$ cat src/rtl/elm_pkg.sv
// Shared Q-format constants and saturating arithmetic helpers for the ELM neuron datapath.
package elm_pkg;

    localparam int unsigned DATA_WIDTH = 16;
    localparam int unsigned FRAC_BITS  = 8;
    localparam int unsigned ACC_WIDTH  = 2 * DATA_WIDTH;

    localparam logic signed [DATA_WIDTH-1:0] DATA_MAX = {1'b0, {(DATA_WIDTH-1){1'b1}}};
    localparam logic signed [DATA_WIDTH-1:0] DATA_MIN = {1'b1, {(DATA_WIDTH-1){1'b0}}};
    localparam logic signed [ACC_WIDTH-1:0]  ACC_MAX  = {1'b0, {(ACC_WIDTH-1){1'b1}}};
    localparam logic signed [ACC_WIDTH-1:0]  ACC_MIN  = {1'b1, {(ACC_WIDTH-1){1'b0}}};

    // Overflow only when both operands share a sign that the result does not.
    function automatic logic signed [ACC_WIDTH-1:0] sat_add(
        input logic signed [ACC_WIDTH-1:0] a,
        input logic signed [ACC_WIDTH-1:0] b
    );
        logic signed [ACC_WIDTH-1:0] s;
        s = a + b;
        if (!a[ACC_WIDTH-1] && !b[ACC_WIDTH-1] && s[ACC_WIDTH-1]) begin
            return ACC_MAX;
        end
        if (a[ACC_WIDTH-1] && b[ACC_WIDTH-1] && !s[ACC_WIDTH-1]) begin
            return ACC_MIN;
        end
        return s;
    endfunction

    function automatic logic signed [DATA_WIDTH-1:0] sat_narrow(
        input logic signed [ACC_WIDTH-1:0] v
    );
        logic signed [ACC_WIDTH-1:0] hi;
        logic signed [ACC_WIDTH-1:0] lo;
        hi = ACC_WIDTH'(DATA_MAX);
        lo = ACC_WIDTH'(DATA_MIN);
        if (v > hi) begin
            return DATA_MAX;
        end
        if (v < lo) begin
            return DATA_MIN;
        end
        return v[DATA_WIDTH-1:0];
    endfunction

endpackage

$ cat src/rtl/elm_sat_accum.sv
// Saturating product accumulator; the final sum of a vector moves to a hold register
// while the accumulator clears on the same edge, so vectors can run back-to-back.
module elm_sat_accum
    import elm_pkg::*;
(
    input  logic                        clk,
    input  logic                        rst,
    input  logic                        i_valid,
    input  logic                        i_last,
    input  logic signed [ACC_WIDTH-1:0] i_data,
    output logic signed [ACC_WIDTH-1:0] o_hold,
    output logic                        o_hold_valid
);

    logic signed [ACC_WIDTH-1:0] r_acc;
    logic signed [ACC_WIDTH-1:0] r_hold;
    logic                        r_hold_valid;
    logic signed [ACC_WIDTH-1:0] w_sum;

    assign w_sum = sat_add(r_acc, i_data);

    always_ff @(posedge clk) begin
        if (rst) begin
            r_acc        <= '0;
            r_hold       <= '0;
            r_hold_valid <= 1'b0;
        end else begin
            r_hold_valid <= i_valid & i_last;
            if (i_valid) begin
                if (i_last) begin
                    r_hold <= w_sum;
                    r_acc  <= '0;
                end else begin
                    r_acc  <= w_sum;
                end
            end
        end
    end

    assign o_hold       = r_hold;
    assign o_hold_valid = r_hold_valid;

endmodule

$ cat src/rtl/elm_neuron_mac.sv
// ELM hidden-layer neuron: weight address generation, multiply, saturating accumulate, bias add.
// Optional macro ELM_NEURON_RELU_EN clamps negative results to zero at the output.
module elm_neuron_mac
    import elm_pkg::*;
#(
    parameter int unsigned numWeight    = 784,
    parameter int unsigned addressWidth = 10
) (
    input  logic                         clk,
    input  logic                         rst,
    input  logic signed [DATA_WIDTH-1:0] x_in,
    input  logic                         x_valid,
    input  logic signed [DATA_WIDTH-1:0] bias,
    output logic                         weight_ren,
    output logic [addressWidth:0]        weight_raddr,
    input  logic signed [DATA_WIDTH-1:0] weight_rdata,
    output logic signed [DATA_WIDTH-1:0] out,
    output logic                         out_valid
);

    localparam int unsigned AW = addressWidth + 1;

    logic [AW-1:0]                r_addr;
    logic                         w_at_last;
    logic signed [DATA_WIDTH-1:0] r_x_d;
    logic                         r_v1;
    logic                         r_last1;
    logic signed [ACC_WIDTH-1:0]  r_prod;
    logic                         r_v2;
    logic                         r_last2;
    logic signed [ACC_WIDTH-1:0]  w_hold;
    logic                         w_hold_valid;
    logic signed [ACC_WIDTH-1:0]  w_bias_sh;
    logic signed [ACC_WIDTH-1:0]  w_sum;
    logic signed [DATA_WIDTH-1:0] w_res;
    logic signed [DATA_WIDTH-1:0] w_res_act;
    logic signed [DATA_WIDTH-1:0] r_out;
    logic                         r_out_valid;

    assign weight_ren   = x_valid;
    assign weight_raddr = r_addr;
    assign w_at_last    = (r_addr == AW'(numWeight - 1));

    // Feature is delayed one cycle to line up with the registered weight read.
    always_ff @(posedge clk) begin
        if (rst) begin
            r_addr  <= '0;
            r_x_d   <= '0;
            r_v1    <= 1'b0;
            r_last1 <= 1'b0;
            r_prod  <= '0;
            r_v2    <= 1'b0;
            r_last2 <= 1'b0;
        end else begin
            if (x_valid) begin
                r_addr <= w_at_last ? '0 : r_addr + AW'(1);
            end
            r_x_d   <= x_in;
            r_v1    <= x_valid;
            r_last1 <= x_valid & w_at_last;
            r_prod  <= ACC_WIDTH'(r_x_d) * ACC_WIDTH'(weight_rdata);
            r_v2    <= r_v1;
            r_last2 <= r_last1;
        end
    end

    elm_sat_accum u_accum (
        .clk          (clk),
        .rst          (rst),
        .i_valid      (r_v2),
        .i_last       (r_last2),
        .i_data       (r_prod),
        .o_hold       (w_hold),
        .o_hold_valid (w_hold_valid)
    );

    assign w_bias_sh = ACC_WIDTH'(bias) <<< FRAC_BITS;
    assign w_sum     = sat_add(w_hold, w_bias_sh);
    assign w_res     = sat_narrow(w_sum >>> FRAC_BITS);

`ifdef ELM_NEURON_RELU_EN
    assign w_res_act = w_res[DATA_WIDTH-1] ? '0 : w_res;
`else
    assign w_res_act = w_res;
`endif

    always_ff @(posedge clk) begin
        if (rst) begin
            r_out       <= '0;
            r_out_valid <= 1'b0;
        end else begin
            r_out_valid <= w_hold_valid;
            if (w_hold_valid) begin
                r_out <= w_res_act;
            end
        end
    end

    assign out       = r_out;
    assign out_valid = r_out_valid;

endmodule

$ cat config.mk
export PLATFORM = sky130hd
export DESIGN_NAME = elm_neuron_mac
export DESIGN_NICKNAME = d
export VERILOG_FILES = /design/src/rtl/elm_pkg.sv /design/src/rtl/elm_sat_accum.sv /design/src/rtl/elm_neuron_mac.sv
export SDC_FILE = /design/constraint.sdc
export NUM_CORES = 1
export LEC_CHECK = 0
export CAP_MARGIN = 20
export CORE_AREA = 3 3 179 181
export DETAILED_ROUTE_END_ITERATION = 6
export DIE_AREA = 0 0 182 184
export GPL_TIMING_DRIVEN = 0
export PLACE_DENSITY = 0.78
export SLEW_MARGIN = 20
export SYNTH_ARGS = -nofsm -noshare
export SYNTH_HDL_FRONTEND = slang
export SYNTH_SLANG_ARGS = --single-unit
$ cat constraint.sdc
create_clock -name clk -period 6.58 [get_ports clk]
set_clock_uncertainty 0.1 [all_clocks]
set_input_delay 0.987 -clock clk [delete_from_list [all_inputs] [get_ports clk]]
set_output_delay 0.987 -clock clk [all_outputs]
set_load 0.01 [all_outputs]
==> results.tsv <==
stage	metric	value	unit
logic_synthesis	synth_edf_count	0	
critical_path	critPathMostFrequentCell	fa_1	
timing	rsz0062_at_grt	true	
critical_path	cp.arrival	6.68	ns
cts	root_buffer	clkbuf_16	
run_status	status	finished clean	
logic_synthesis	ys.flop_type	dfxtp_1	
global_routing	overflow	0	
die	die_area	33500	µm²
timing	finalHoldViolCount	0	
route	wl_met3	3390	µm
global_routing	grt_usage	0.277	
timing	max_slew_margin	0.483	
die	core_area	30600	µm²
cts	cts_buffer_depth	2	
route	drc	0	
logic_synthesis	synthMuxAreaShare	0.00467	
route	met1Wirelength	18900	µm
placement	dpl_worst_slack	-1.53	ns
logic_synthesis	synth_cell_type_count	81	
global_routing	grt_pass1_wl	73500	µm
placement	gp_congestion	0.961	
critical_path	critical_path_class	flop to flop	
timing	maxSlewViolCount	0	
placement	dpl_cell_area	18700	µm²
logic_synthesis	yosysTopAreaCell	fa_1	
timing	timing.fmax	155	MHz
cts	cts_buffers	17	
logic_synthesis	netlist.area_leader.share	0.305	
logic_synthesis	synth_xor_area_frac	0.0437	
logic_synthesis	synth-compound-area-share	0.134	
placement	io_buffers	78	
route	drt_first_pass_iters	5	
placement	dp_hpwl	36400	µm
power_and_ir_drop	ir_drop	0.736	mV
die	die_h	184	µm
cts	clock-sinks	137	
die	rows	64	
route	met2_length	21200	µm
final_layout	postLayoutCellArea	19900	µm²
cts	cts_tree	built	
final_layout	diodes	0	
die	start_util	0.569	
route	wire_per_inst	18.0	µm
critical_path	cp.buffers_inverters	3	
logic_synthesis	async_flop_share	0	
logic_synthesis	synth_warnings	0	
timing	fin_crit_sh	0.983	
critical_path	cp_max_fo	10	
critical_path	slowest_delay	0.57	ns
logic_synthesis	synth_simple_gate_area_frac	0.163	
die	chipWidth	182	µm
power_and_ir_drop	leakagePower	9.38	nW
route	viasPerCell	5.63	
run	cap_violations	0	
timing	setup_viol	0	
route	ant_nets	0	
logic_synthesis	synth-adder-area-share	0.406	
logic_synthesis	syn-cell-area	17400	µm²
power_and_ir_drop	p_per_area	368	nW/µm²
global_routing	grt_pass1_vias	14700	
route	drt_iter0_markers	968	
final_layout	nets	2544	
logic_synthesis	synthCells	1968	
timing	fin_tns_setup	0	ns
final_layout	layout-drive-gt1-share	0.0786	
global_routing	grt_max_degree	17	
timing	period_minus_slack	6.47	ns
timing	setup_ws	0.111	ns
logic_synthesis	synth_nets	2425	
logic_synthesis	synth-seq-area-share	0.158	
critical_path	cp_cell_sequence	clkbuf_4 -> and2_4 -> fa_1 -> inv_1 -> fa_1 -> fa_1 -> fa_1 -> inv_2 -> fa_1 -> fa_1 -> ha_4 -> a21o_1 -> a21o_1 -> a211o_1 -> a31o_4 -> nand2_4 -> o21ai_4 -> a31o_4 -> a211oi_4 -> o2bb2ai_2 -> mux2_4	
global_routing	antenna_found_initial	0	
final_layout	n_fill_cell	2550	
die	boundaryPins	80	
critical_path	crit_family	adder cells	
route	vias	14000	
cts	path_clk_slew	0.07	ns
logic_synthesis	synth_top_family_by_area	adder cells	
route	wirelength	45000	µm
logic_synthesis	synth_most_common_cell	inv_1	
route	routed.top_layer	met4	
cts	cts_htree_levels	4	
logic_synthesis	syn_avg_cell_area	8.84	µm²
logic_synthesis	synth.top_cells.by_count	335 x inv_1, 265 x fa_1, 179 x nand2_1	
timing	tightestPinTransition	0.754	ns
hold_path	hp-class	flop to flop	
critical_path	critPathCaptureType	flop	
critical_path	required	6.80	ns
logic_synthesis	synth-seq-cells	137	
final_layout	area_growth	14.1	%
critical_path	cp_slowest_cell	fa_1	
cts	clock_latency	0.44	ns
critical_path	startpoint_type	flop	
logic_synthesis	synth.area.top_cells	fa_1 30%, dfxtp_1 16%, ha_1 10%	
==> final timing paths <==
kind                                from         end  slack (ns)  cells after the start
worst min register to register      r_v1        r_v2        0.34                      1
worst max-delay path            r_x_d[7]  r_prod[30]        0.11                     21
worst max register to register  r_x_d[7]  r_prod[30]        0.11                     21
worst min-delay path                r_v1        r_v2        0.34                      1
==> logic make-up (layout without fill, tap and decap cells) <==
kind of cell | after synthesis | after routing
flops | 137 | 137
fa+ha+maj | 406 | 406
xor+xnor | 85 | 85
mux | 8 | 8
compound gates | 343 | 343
buf+inv | 415 | 546
simple gates | 574 | 574
==> timing repair <==
action	in CTS	in global routing
gates cloned	0	2
setup endpoints to repair	18	10
hold buffers	0	0
pin swaps	15	16
setup buffers	9	13
resized for setup	127	77
==> final cells by class <==
cell class                      count  area (µm²)  area share
Buffer                             79         488      0.0246
Clock buffer                       18         439      0.0221
Clock inverter                     13         165     0.00832
Inverter                          335        1260      0.0635
Multi-Input combinational cell   1416       13300       0.668
Sequential cell                   137        2750       0.139
Tap cell                          396         495      0.0250
Timing Repair Buffer              101         988      0.0498
==> worst register-to-register path, delay by kind of cell (launching register included) <==
| family | cells | cell delay (ns) |
|---|---|---|
| AO/OA/AOI/OAI | 8 | 1.56 |
| adder cells (fa/ha/maj) | 7 | 3.09 |
| buffers and inverters | 3 | 0.46 |
| flip-flops | 1 | 0.56 |
| multiplexers | 1 | 0.31 |
| AND/OR/NAND/NOR | 2 | 0.26 |
==> metrics by stage <==
| step | cells | hold WS (ns) | utilization | total power [mW] |
|---|---|---|---|---|
| finish | 2495 | 0.336 | 0.649 | 7.31 |
| floorplan | 1968 | 0.314 | - | 4.81 |
| global placement | 2442 | 0.317 | 0.613 | 5.68 |
| CTS | 2482 | 0.337 | 0.640 | 7.01 |
| detailed placement | 2442 | 0.323 | 0.613 | 5.83 |
| global route | 2495 | 0.347 | 0.649 | 8.08 |
==> where the power goes <==
group | switching, mW | internal [mW]
logic | 2.95 | 2.32
clock network | 0.409 | 0.609
registers | 0.0610 | 0.958
total | 3.42 | 3.89
==> registers in the layout, summed over array words and instances (netlist names) <==
register,flops
weight_raddr,11
r_v1,1
r_x_d,16
r_prod,32
r_last2,1
r_v2,1
out,16
out_valid,1
u_accum.o_hold_valid,1
r_last1,1
u_accum.r_acc,32
u_accum.o_hold,24
==> routing by layer <==
| layer | track usage | vias up |
|---|---|---|
| met4 | 0.0978 | 0 |
| li1 | - | 6549 |
| met5 | 0 | - |
| met2 | 0.458 | 460 |
| met1 | 0.372 | 6943 |
| met3 | 0.0481 | 97 |
==> cell usage in the layout, fill, tap and decap left out, types with 9 or more instances in the layout <==
cell type / n
inv_1: 332
fa_1: 260
nand2_1: 178
ha_1: 135
and2_1: 134
dfxtp_1: 131
nor2_1: 129
a21oi_1: 93
clkdlybuf4s50_1: 63
o21ai_0: 53
xnor2_1: 50
clkbuf_1: 41
xor2_1: 33
a21o_1: 32
nor2b_1: 31
buf_4: 24
nand2b_1: 23
nand3_1: 21
clkbuf_16: 19
a211oi_1: 16
o21ai_1: 14
o21a_1: 12
a31oi_1: 11
o22ai_1: 11
o32ai_1: 11
clkbuf_4: 10
and3_1: 10
nor3_1: 10
a311oi_1: 10
buf_2: 9
nand4_1: 9
No activity file was read; power rests on OpenSTA's default activity.
